### config.mk
export PLATFORM = sky130hd
export DESIGN_NAME = keypad_scan
export DESIGN_NICKNAME = d
export VERILOG_FILES = /design/src/rtl/keypad_scan.sv
export SDC_FILE = /design/constraint.sdc
export NUM_CORES = 1
export LEC_CHECK = 0
export CORE_MARGIN = 2
export CORE_UTILIZATION = 50
export DETAILED_ROUTE_END_ITERATION = 8
export GPL_ROUTABILITY_DRIVEN = 0
export GPL_TIMING_DRIVEN = 0
export PLACE_DENSITY = 0.72
export RECOVER_POWER = 25
export SLEW_MARGIN = 30
export SYNTH_ARGS = -nofsm -noshare
export SYNTH_HDL_FRONTEND = slang
export SYNTH_SLANG_ARGS = --single-unit
export TNS_END_PERCENT = 5
### constraint.sdc
create_clock -name clk -period 2.6 [get_ports clk]
set_clock_uncertainty 0.1 [all_clocks]
set_input_delay 0.52 -clock clk [delete_from_list [all_inputs] [get_ports clk]]
set_output_delay 0.52 -clock clk [all_outputs]
set_load 0.03 [all_outputs]
### src/rtl/keypad_scan.sv
// keypad_scan -- 4x4 matrix keypad scanner with debounce.
//
// Drives one column low at a time, watches the synchronized rows, debounces
// a press and a release, and reports the key as row*4 + col.
//
// Parameters:
//   SCAN_DIV   - clk cycles each column is driven while scanning (>= 4)
//   DEB_CNT    - consecutive stable cycles to accept a press/release (>= 2)
//   REPEAT_CNT - auto-repeat interval in clk cycles (repeat build only)
//
// Ports:
//   clk       in   system clock, rising edge
//   rst       in   synchronous active-high reset
//   row_in    in   [3:0] rows, active-low, asynchronous to clk
//   col_out   out  [3:0] column drive, active-low one-hot
//   key_code  out  [3:0] last accepted key, row*4 + col
//   key_valid out  one-cycle pulse when key_code is (re)issued
//   key_held  out  high while the accepted key is considered pressed
//
// Optional feature: define KEYPAD_REPEAT_EN to re-pulse key_valid every
// REPEAT_CNT cycles while the key stays pressed.

module keypad_scan #(
    parameter logic [19:0] SCAN_DIV   = 20'd50000,
    parameter logic [19:0] DEB_CNT    = 20'd1000000,
    parameter logic [25:0] REPEAT_CNT = 26'd25000000
) (
    input  logic       clk,
    input  logic       rst,
    input  logic [3:0] row_in,
    output logic [3:0] col_out,
    output logic [3:0] key_code,
    output logic       key_valid,
    output logic       key_held
);

    if (SCAN_DIV < 20'd4 || DEB_CNT < 20'd2 || REPEAT_CNT < 26'd1) begin : g_param_check
        $error("keypad_scan: parameter below its minimum");
    end

    typedef enum logic [1:0] {
        S_SCAN,
        S_DEBOUNCE,
        S_PRESSED,
        S_RELEASE
    } state_t;

    state_t      state;
    logic [3:0]  rs_meta;
    logic [3:0]  rs;
    logic [3:0]  pat;
    logic [1:0]  col;
    logic [19:0] dwell_cnt;
    logic [19:0] deb_cnt;
`ifdef KEYPAD_REPEAT_EN
    logic [25:0] rep_cnt;
`endif

    function automatic logic [3:0] col_drive(input logic [1:0] c);
        col_drive = ~(4'b0001 << c);
    endfunction

    // Lowest-index low row wins when several rows are low in one column.
    function automatic logic [1:0] low_row(input logic [3:0] p);
        casez (p)
            4'b???0: low_row = 2'd0;
            4'b??01: low_row = 2'd1;
            4'b?011: low_row = 2'd2;
            default: low_row = 2'd3;
        endcase
    endfunction

    // Two-flop synchronizer; nothing downstream looks at row_in directly.
    always_ff @(posedge clk) begin
        if (rst) begin
            rs_meta <= '1;
            rs      <= '1;
        end else begin
            rs_meta <= row_in;
            rs      <= rs_meta;
        end
    end

    always_ff @(posedge clk) begin
        if (rst) begin
            state     <= S_SCAN;
            col       <= 2'd0;
            col_out   <= 4'b1110;
            dwell_cnt <= SCAN_DIV - 20'd1;
            deb_cnt   <= '0;
            pat       <= '1;
            key_code  <= 4'h0;
            key_valid <= 1'b0;
            key_held  <= 1'b0;
`ifdef KEYPAD_REPEAT_EN
            rep_cnt   <= '0;
`endif
        end else begin
            key_valid <= 1'b0;
            case (state)
                S_SCAN: begin
                    if (dwell_cnt != '0) begin
                        dwell_cnt <= dwell_cnt - 20'd1;
                    end else if (rs == 4'b1111) begin
                        col       <= col + 2'd1;
                        col_out   <= col_drive(col + 2'd1);
                        dwell_cnt <= SCAN_DIV - 20'd1;
                    end else begin
                        pat     <= rs;
                        deb_cnt <= DEB_CNT - 20'd1;
                        state   <= S_DEBOUNCE;
                    end
                end

                S_DEBOUNCE: begin
                    if (rs != pat) begin
                        dwell_cnt <= SCAN_DIV - 20'd1;
                        state     <= S_SCAN;
                    end else if (deb_cnt == '0) begin
                        key_code  <= {low_row(pat), col};
                        key_valid <= 1'b1;
                        key_held  <= 1'b1;
                        state     <= S_PRESSED;
`ifdef KEYPAD_REPEAT_EN
                        rep_cnt   <= REPEAT_CNT - 26'd1;
`endif
                    end else begin
                        deb_cnt <= deb_cnt - 20'd1;
                    end
                end

                S_PRESSED: begin
                    if (rs == 4'b1111) begin
                        deb_cnt <= DEB_CNT - 20'd1;
                        state   <= S_RELEASE;
                    end
`ifdef KEYPAD_REPEAT_EN
                    // Repeat timer keeps its value across release bounces.
                    else if (rep_cnt == '0) begin
                        key_valid <= 1'b1;
                        rep_cnt   <= REPEAT_CNT - 26'd1;
                    end else begin
                        rep_cnt <= rep_cnt - 26'd1;
                    end
`endif
                end

                S_RELEASE: begin
                    if (rs != 4'b1111) begin
                        state <= S_PRESSED;
                    end else if (deb_cnt == '0) begin
                        key_held  <= 1'b0;
                        col       <= col + 2'd1;
                        col_out   <= col_drive(col + 2'd1);
                        dwell_cnt <= SCAN_DIV - 20'd1;
                        state     <= S_SCAN;
                    end else begin
                        deb_cnt <= deb_cnt - 20'd1;
                    end
                end

                default: state <= S_SCAN;
            endcase
        end
    end

endmodule

==> flow_summary.json, run 1 <==
{
  "outcome": "completed",
  "grt-ovfl-total": 0,
  "die_y_um": 84.46,
  "drcViolationCount": 0,
  "drv_slew": 0,
  "clock_latency_ns": 0.34,
  "r2r_setup_slack_ns": 0.01,
  "dr_total_vias": 3059,
  "cpPeakStageDelay_ns": 0.55,
  "viasPerCell": 6.045,
  "r2r_cells": 7,
  "avgSynthCellArea_um2": 8.321,
  "drive_gt1_share_pct": 15.62,
  "p_leak_nw": 1.466,
  "top_layer": "met4",
  "multiInputGateArea_mm2": 0.001827,
  "synth_cells": 389,
  "crit_required_ns": 2.77,
  "cpMaxStageDelayCell": "or4_4",
  "layout_commonest_cell": "dfxtp_1",
  "die_area_mm2": 0.007133,
  "initial_utilization_pct": 51.27,
  "grtUsageTotal_pct": 23.47,
  "mostFrequentLayoutCells": "63 x dfxtp_1, 34 x nor2_1, 33 x nand2_1",
  "routedWlPerCell_um": 15.52,
  "synthDistinctLibCells": 50,
  "fillCellCount": 564,
  "synth_area_mm2": 0.003237,
  "path_max_fanout": 10,
  "io_buffers": 15,
  "p_total_mw": 1.937,
  "antenna_found_initial": 0,
  "core-area_mm2": 0.006314,
  "ir_drop_mv": 0.3367,
  "hold_end": "rs[0]$_SDFF_PP1_",
  "cts.reportedPaths.clkPinSlew_ns": 0.07,
  "setup_viol_count_final": 0,
  "yosysWarnings": 0,
  "grt_pass1_wl_um": 13600,
  "crit_type": "flip-flop to flip-flop",
  "syn_nets": 403,
  "ant_nets": 0,
  "ios": 16,
  "min_path_cells": 1,
  "hold_viol": 0,
  "die_x_um": 84.46,
  "hold_slack_ns": 0.3076,
  "ys_seq_area_share_pct": 40.82,
  "drt-initial-drc-count": 168,
  "r2r-end": "deb_cnt[17]$_SDFFE_PP0P_",
  "wl_met2_um": 3746,
  "regArea_mm2": 0.001325,
  "synth_seq_cells": 66,
  "drt_wl_total_um": 7852,
  "tightestPinTransition_ns": 0.9189,
  "ctsRootBufferMaster": "clkbuf_8",
  "clock_path_buffers": 2,
  "clock-sinks": 66,
  "min_period_over_period_pct": 99.59,
  "num_antenna_cells": 0,
  "fin_nets": 438,
  "crit_top_cell": "or3_4",
  "syn2layout_area_growth_pct": 17.78,
  "startpoint_type": "flip-flop",
  "p_per_area_mw_per_mm2": 508.0,
  "worstHoldStart": "rs_meta[0]$_SDFF_PP1_",
  "grt_pass1_vias": 2901,
  "wl_met1_um": 3614,
  "wl_met3_um": 403,
  "cts_tree": "yes",
  "rows": 29,
  "dr.pass1.iters": 4,
  "period_minus_slack_ns": 2.589,
  "dpl.hpwl_um": 5106,
  "relSlewSlack_pct": 38.46,
  "rsz0062_at_grt": "yes",
  "min_path_type": "flip-flop to flip-flop",
  "fmax_mhz": 386.2,
  "endpoint_kind": "flip-flop",
  "grt_max_degree": 12,
  "arrival_ns": 2.76,
  "cts_buffers": 9,
  "cp.buffers_inverters": 1,
  "cap_viol_max_count": 0,
  "r2r_start": "deb_cnt[7]$_SDFFE_PP0P_",
  "htreeDepth": 3,
  "crit_chain": "or4_4, or3_4, or3_4, a21oi_4, buf_6, o41ai_1, a31oi_1",
  "critPathTopFamily": "simple AND/OR/NAND/NOR gates"
}
## routing by layer
layer,up-vias,track usage [%]
li1,1512,-
met1,1457,31.47
met2,80,37.30
met3,10,4.326
met4,0,9.957
met5,-,0
## cell families after synthesis
logic type / after synthesis / synth area share [%]
and+or+nand+nor: 162 / 26.52
AOI/OAI and AO/OA: 107 / 21.61
DFF: 66 / 40.82
buffers and inverters: 35 / 4.832
adders and majority gates: 8 / 3.093
xor gates and xnor gates: 7 / 1.894
muxes: 4 / 1.237
## power breakdown
part | switching, mW | internal (mW) | total, mW
logic | 0.0437 | 0.0283 | 0.0720
clock network | 0.393 | 0.440 | 0.833
registers | 0.00959 | 1.02 | 1.03
total | 0.446 | 1.49 | 1.94
## timing repair
action / 4_1_cts / 5_1_grt
setup endpoints to repair: 43 / 42
pin swaps: 10 / 7
buffers inserted: 8 / 2
gates cloned: 1 / 0
hold buffers: 0 / 0
resized for setup: 12 / 11
## cell type report
type,instances,area share (%)
Clock inverter,5,1.444
Buffer,18,2.396
Inverter,15,1.477
Sequential cell,66,34.76
Multi-Input combinational cell,288,47.92
Clock buffer,11,3.446
Timing Repair Buffer,26,6.039
Tap cell,77,2.527
## metrics by stage
step / worst slack, ns / utilization, % / area, µm² / setup TNS, ns / std cells
5_1_grt: -0.1115 / 60.38 / 3812 / -1.183 / 506
4_1_cts: -0.01299 / 59.77 / 3774 / -0.01709 / 505
3_5_place_dp: -0.3411 / 55.17 / 3483 / -6.843 / 481
3_3_place_gp: -0.3075 / 55.17 / 3483 / -5.820 / 481
6_report: 0.01070 / 60.38 / 3812 / 0 / 506
2_1_floorplan: 0.1056 / - / 3237 / 0 / 389
## flip-flops by register name, summed over array words and instances (netlist names)
register   cells
dwell_cnt     20
col_out        4
deb_cnt       20
key_code       4
rs_meta        4
key_held       1
state          2
key_valid      1
pat            4
rs             4
col            2
## worst max path at each step
stage | startpoint | end | slack, ns | cells past startpoint
4_1_cts | deb_cnt[7]$_SDFFE_PP0P_ | deb_cnt[4]$_SDFFE_PP0P_ | -0.01 | 7
3_5_place_dp | dwell_cnt[7]$_SDFFE_PP0P_ | dwell_cnt[1]$_SDFFE_PP1P_ | -0.34 | 8
3_3_place_gp | dwell_cnt[7]$_SDFFE_PP0P_ | dwell_cnt[1]$_SDFFE_PP1P_ | -0.31 | 8
5_1_grt | deb_cnt[7]$_SDFFE_PP0P_ | deb_cnt[4]$_SDFFE_PP0P_ | -0.11 | 7
2_1_floorplan | deb_cnt[4]$_SDFFE_PP0P_ | deb_cnt[4]$_SDFFE_PP0P_ | 0.11 | 8
6_report | deb_cnt[7]$_SDFFE_PP0P_ | deb_cnt[17]$_SDFFE_PP0P_ | 0.01 | 7
## cells in the mapped netlist (all sizes together)
cell type | count | area share (%)
buf | 7 | 1.6
o211a | 1 | 0.31
nor4 | 4 | 0.77
and4 | 4 | 1.1
xor2 | 2 | 0.54
clkbuf | 13 | 1.5
nor4b | 2 | 0.54
ha | 8 | 3.1
a211oi | 1 | 0.23
a31oi | 13 | 3.0
nand3 | 8 | 1.2
a31o | 1 | 0.27
a311oi | 7 | 1.9
o21bai | 1 | 0.23
inv | 15 | 1.7
and2 | 1 | 0.19
o21a | 1 | 0.23
nand2b | 2 | 0.39
a21boi | 2 | 0.46
nor2 | 35 | 4.1
or3 | 16 | 3.2
o211ai | 6 | 1.4
or4 | 11 | 2.7
o32ai | 1 | 0.27
nand4b | 1 | 0.27
dfxtp | 66 | 41
mux2i | 4 | 1.2
or2 | 14 | 2.7
nor3 | 18 | 2.8
nand4 | 8 | 1.5
a21oi | 31 | 5.1
o2111ai | 2 | 0.54
o22ai | 1 | 0.19
xnor2 | 5 | 1.4
nor3b | 1 | 0.23
and3 | 3 | 0.58
nand2 | 33 | 3.8
o31ai | 14 | 3.2
a211o | 1 | 0.27
o41ai | 2 | 0.54
or4b | 1 | 0.31
o21ai | 22 | 3.4
No activity file was read; power rests on OpenSTA's default activity.
==> inputs of run 2 (changes only) <==
--- a/config.mk
+++ b/config.mk
@@ -14,2 +14,3 @@
 export RECOVER_POWER = 25
+export SETUP_SLACK_MARGIN = 0.2
 export SLEW_MARGIN = 30
--- a/constraint.sdc
+++ b/constraint.sdc
@@ -4,2 +4,2 @@
 set_output_delay 0.52 -clock clk [all_outputs]
-set_load 0.03 [all_outputs]
+set_load 0.005 [all_outputs]
==> flow_summary.json, run 2 (synthesis gave the netlist of run 1 again) <==
{
  "outcome": "finished, violations left",
  "violations": "negative setup slack",
  "combPwrFrac_pct": 3.7,
  "intPower_mw": 1.513,
  "startpoint_type": "flip-flop",
  "seqPwrFrac_pct": 53.1,
  "drcViolationCount": 0,
  "drt_wl_total_um": 7900,
  "cts.reportedPaths.clkPinSlew_ns": 0.07,
  "dr_total_vias": 3055,
  "cts_buffers": 9,
  "layout_commonest_cell": "dfxtp_1",
  "die_x_um": 84.46,
  "tightestPinTransition_ns": 0.9346,
  "die_area_mm2": 0.007133,
  "endpoint_kind": "flip-flop",
  "drive_gt1_share_pct": 17.87,
  "setup_slack_ns": -0.04227,
  "clock_latency_ns": 0.34,
  "io_buffers": 15,
  "relSlewSlack_pct": 37.40,
  "viasPerCell": 6.014,
  "fin_nets": 441,
  "dr.pass1.iters": 5,
  "num_antenna_cells": 0,
  "gr-usage-met1_pct": 30.03,
  "ant_nets": 0,
  "met2_usage_pct": 37.23,
  "reg.largest.list": "deb_cnt x20, dwell_cnt x20",
  "fmax_mhz": 378.5,
  "top_usage_layer": "met2",
  "syn2layout_area_growth_pct": 20.76,
  "min_period_over_period_pct": 101.6,
  "hold_viol": 0,
  "final_cell_area_mm2": 0.003909,
  "p_per_area_mw_per_mm2": 497.4,
  "crit_type": "flip-flop to flip-flop",
  "drt-initial-drc-count": 141,
  "switching_share_pct": 22.18,
  "p_sw_mw": 0.4312,
  "grt_max_degree": 11,
  "path_max_fanout": 10,
  "grt_pass1_vias": 2855,
  "ctsRootBufferMaster": "clkbuf_8",
  "fillCellCount": 588,
  "met3_usage_pct": 3.835,
  "place_area_mm2": 0.003483,
  "ir_drop_mv": 0.3205,
  "rows": 29,
  "p_total_mw": 1.944,
  "die_y_um": 84.46,
  "clockPowerShare_pct": 43.2,
  "htreeDepth": 3,
  "hold_slack_ns": 0.3098,
  "post-place-ws_ns": -0.3541,
  "cpPeakStageDelay_ns": 0.53,
  "cp.buffers_inverters": 2,
  "drv_slew": 0,
  "antenna_found_initial": 0,
  "setup_viol_count_final": 9,
  "cts_tree": "yes",
  "ios": 16,
  "grt-ovfl-total": 0,
  "mostFrequentLayoutCells": "62 x dfxtp_1, 33 x nand2_1, 33 x nor2_1",
  "crit_chain": "or4_4, or3_4, or3_4, buf_6, a21oi_4, buf_8, o31ai_1, a31oi_1",
  "cpMaxStageDelayCell": "or4_4",
  "cap_viol_max_count": 0,
  "rsz0062_at_grt": "yes",
  "period_minus_slack_ns": 2.642,
  "grt_pass1_wl_um": 13250,
  "p_leak_nw": 1.521,
  "routedWlPerCell_um": 15.55,
  "crit_required_ns": 2.76,
  "crit_top_cell": "or3_4",
  "clock-sinks": 66,
  "critPathTopFamily": "simple AND/OR/NAND/NOR gates",
  "initial_utilization_pct": 51.27,
  "min_path_type": "flip-flop to flip-flop",
  "grtUsageTotal_pct": 22.92,
  "clock_path_buffers": 2,
  "core-area_mm2": 0.006314,
  "dpl.hpwl_um": 5186,
  "arrival_ns": 2.80
}
[run 2: changes by cell type in the layout (fill, tap and decap cells not counted), moves of 3 or more]
cell             delta
o21ai_1             +3
dlygate4sd3_1       +3
o21ai_0             -3
clkdlybuf4s50_1     -3
buf_4               +3
[run 2: metrics by stage]
step / utilization [%] / instances / setup TNS, ns
finish: 61.91 / 508 / -0.1380
global route: 61.91 / 508 / -1.251
CTS: 60.90 / 508 / -0.4366
detailed placement: 55.17 / 481 / -7.048
global placement: 55.17 / 481 / -5.739
floorplan: - / 389 / 0
[run 2: worst register-to-register path, delay by kind of cell (launching register included)]
kind / cells / cell delay, ns
and+or+nand+nor: 3 / 1.35
AOI/OAI and AO/OA: 3 / 0.47
buffers and inverters: 2 / 0.33
DFF: 1 / 0.32
[run 2: path summary, 6_finish.rpt]
check	start	end	depth (start not counted)	slack, ns
setup reg to reg	deb_cnt[7]$_SDFFE_PP0P_	deb_cnt[5]$_SDFFE_PP0P_	8	-0.04
hold / removal	rs_meta[3]$_SDFF_PP1_	rs[3]$_SDFF_PP1_	1	0.31
setup / recovery	deb_cnt[7]$_SDFFE_PP0P_	deb_cnt[5]$_SDFFE_PP0P_	8	-0.04
hold reg to reg	rs_meta[3]$_SDFF_PP1_	rs[3]$_SDFF_PP1_	1	0.31
[run 2: power groups by stage]
stage	combinational [mW]	sequential (mW)	clock [mW]
CTS	0.0709	1.03	0.848
detailed placement	0.0676	1.05	0
finish	0.0720	1.03	0.840
floorplan	0.0418	1.05	0
global route	0.0801	1.03	0.893
global placement	0.0665	1.05	0
[run 2: timing repair]
| action | 4_1_cts | 5_1_grt |
|---|---|---|
| resized for setup | 25 | 21 |
| hold buffers | 0 | 0 |
| pin swaps | 15 | 7 |
| gates cloned | 1 | 0 |
| setup endpoints to repair | 50 | 54 |
| buffers inserted | 11 | 0 |
[run 2: cell type report]
| class | count | area, µm² | area share [%] |
|---|---|---|---|
| multi-input cells | 288 | 1873 | 47.92 |
| flip-flops and latches | 66 | 1326 | 33.93 |
| repair buffers | 27 | 237.7 | 6.082 |
| clock buffers | 12 | 145.1 | 3.713 |
| plain buffers | 20 | 133.9 | 3.425 |
| well taps | 77 | 96.34 | 2.465 |
| inverters | 15 | 56.30 | 1.440 |
| clock inverters | 3 | 40.04 | 1.024 |
[run 2: routing by layer]
layer	wire (µm)	vias to the layer above
met5	0	-
met4	129	0
met3	345	14
met2	3654	76
met1	3770	1448
li1	-	1517
==> inputs of run 3 (changes only) <==
- PLACE_DENSITY: 0.72 -> 0.77
==> flow_summary.json, run 3 (synthesis gave the netlist of run 1 again) <==
{
  "io_buffers": 15,
  "grt-ovfl-total": 0,
  "num_antenna_cells": 0,
  "syn2layout_area_growth_pct": 22.30,
  "ant_nets": 0,
  "core-area_mm2": 0.006314,
  "crit_required_ns": 2.75,
  "hold_buffers": 0,
  "ctsRootBufferMaster": "clkbuf_8",
  "die_area_mm2": 0.007133,
  "dr.pass1.iters": 5,
  "grt_max_degree": 12,
  "worstHoldStart": "rs_meta[1]$_SDFF_PP1_",
  "cap_viol_max_count": 0,
  "dr_total_vias": 3064,
  "tightestPinTransition_ns": 0.5674,
  "ios": 16,
  "cpMaxStageDelayCell": "or4_4",
  "setup_viol_count_final": 0,
  "grt_pass1_vias": 2828,
  "dpl.cell_count": 481,
  "drive_gt1_share_pct": 19.72,
  "grtUsageTotal_pct": 22.34,
  "clock-sinks": 66,
  "crit_type": "flip-flop to flip-flop",
  "min_period_over_period_pct": 99.88,
  "reg.largest.list": "deb_cnt x20, dwell_cnt x20",
  "hold_end": "rs[1]$_SDFF_PP1_",
  "antenna_found_initial": 0,
  "final_cells": 513,
  "hold_viol": 0,
  "p_per_area_mw_per_mm2": 498.8,
  "die_x_um": 84.46,
  "rsz0062_at_grt": "yes",
  "crit_chain": "or4_4, or3_4, or3_1, buf_6, a21oi_4, buf_4, nand2_1, o211a_1",
  "fmax_mhz": 385.1,
  "min_path_cells": 1,
  "endpoint_kind": "flip-flop",
  "min_path_type": "flip-flop to flip-flop",
  "cts.reportedPaths.clkPinSlew_ns": 0.07,
  "cts_tree": "yes",
  "post-place-ws_ns": -0.3523,
  "fin_nets": 445,
  "clock_path_buffers": 2,
  "r2r_start": "deb_cnt[7]$_SDFFE_PP0P_",
  "cpPeakStageDelay_ns": 0.53,
  "routedWlPerCell_um": 16.03,
  "path_max_fanout": 7,
  "cts_buffers": 9,
  "p_leak_nw": 1.558,
  "mostFrequentLayoutCells": "62 x dfxtp_1, 33 x nor2_1, 32 x nand2_1",
  "regArea_mm2": 0.001326,
  "r2r-end": "deb_cnt[0]$_SDFFE_PP0P_",
  "htreeDepth": 3,
  "r2r_cells": 8,
  "outcome": "completed",
  "ir_drop_mv": 0.4092,
  "grt_pass1_wl_um": 12940,
  "period_minus_slack_ns": 2.597,
  "relSlewSlack_pct": 62.09,
  "rows": 29,
  "drv_slew": 0,
  "multiInputGateArea_mm2": 0.001894,
  "viasPerCell": 5.973,
  "drt-initial-drc-count": 242,
  "initial_utilization_pct": 51.27,
  "drcViolationCount": 0,
  "clock_latency_ns": 0.35,
  "drt_wl_total_um": 8224,
  "r2r_setup_slack_ns": 0.003,
  "setup_slack_ns": 0.003108,
  "layout_commonest_cell": "dfxtp_1",
  "startpoint_type": "flip-flop",
  "die_y_um": 84.46,
  "fillCellCount": 558,
  "arrival_ns": 2.74,
  "dpl.hpwl_um": 5163
}
==> run 3: cell count changes in the layout (fill, tap and decap cells not counted), moves of 2 or more <==
cell / previous run / this run
o31ai_1: 12 / 14
nor3_2: 5 / 3
buf_4: 12 / 15
o31ai_2: 2 / 0
clkdlybuf4s50_1: 9 / 7
dlygate4sd3_1: 6 / 8
==> run 3: worst max-delay path by stage <==
stage / from / to / cells after the start
6_report: deb_cnt[7]$_SDFFE_PP0P_ / deb_cnt[0]$_SDFFE_PP0P_ / 8
2_1_floorplan: deb_cnt[4]$_SDFFE_PP0P_ / deb_cnt[4]$_SDFFE_PP0P_ / 8
5_1_grt: deb_cnt[0]$_SDFFE_PP0P_ / deb_cnt[9]$_SDFFE_PP0P_ / 10
4_1_cts: deb_cnt[7]$_SDFFE_PP0P_ / deb_cnt[4]$_SDFFE_PP0P_ / 8
3_3_place_gp: dwell_cnt[7]$_SDFFE_PP0P_ / dwell_cnt[1]$_SDFFE_PP1P_ / 8
3_5_place_dp: dwell_cnt[7]$_SDFFE_PP0P_ / dwell_cnt[13]$_SDFFE_PP0P_ / 8
==> run 3: stage by stage <==
step	cell area [µm²]	power [mW]	TNS, ns	hold WS, ns	util, %
finish	3959	1.974	0	0.3083	62.70
global route	3959	2.033	-0.1881	0.3226	62.70
CTS	3799	1.972	-0.4635	0.3089	60.17
detailed placement	3483	1.121	-7.399	0.2923	55.17
global placement	3483	1.120	-5.935	0.2923	55.17
floorplan	3237	1.094	0	0.2895	-
==> run 3: layer usage <==
metal	vias to the layer above	global-route usage [%]	routed length, µm	part of all wire [%]
met2	84	35.93	3954	48
met4	0	11.54	193	2.3
li1	1519	-	-	-
met3	18	5.015	359	4.4
met1	1443	28.13	3716	45
met5	-	0	0	0
==> run 3: worst max-delay path: cells and delay by family, from the launching register on <==
family,cells,cell delay (ns)
and+or+nand+nor,4,1.35
buffers and inverters,2,0.35
AOI/OAI and AO/OA,2,0.35
DFF,1,0.33
==> run 3: final cells by class <==
class	count	share of cell area (%)
multi-input combinational	289	47.85
tap	77	2.434
clock inverter	5	1.359
inverter	15	1.422
clock buffer	11	3.571
sequential	66	33.50
timing repair buffer	30	6.574
buffer	20	3.287
==> run 3: timing repair <==
item,in CTS,in global routing
resized for setup,19,31
gates cloned,1,2
pin swaps,11,11
setup endpoints to repair,50,52
hold endpoints to repair,0,0
buffers inserted,7,6
==> run 3: report_power, final <==
part           leakage [nW]  internal [mW]  total (mW)  switching (mW)
Combinational         0.919         0.0289      0.0713          0.0424
Clock                 0.103          0.466       0.872           0.406
Sequential            0.536           1.02        1.03         0.00936
Total                  1.56           1.52        1.97           0.458
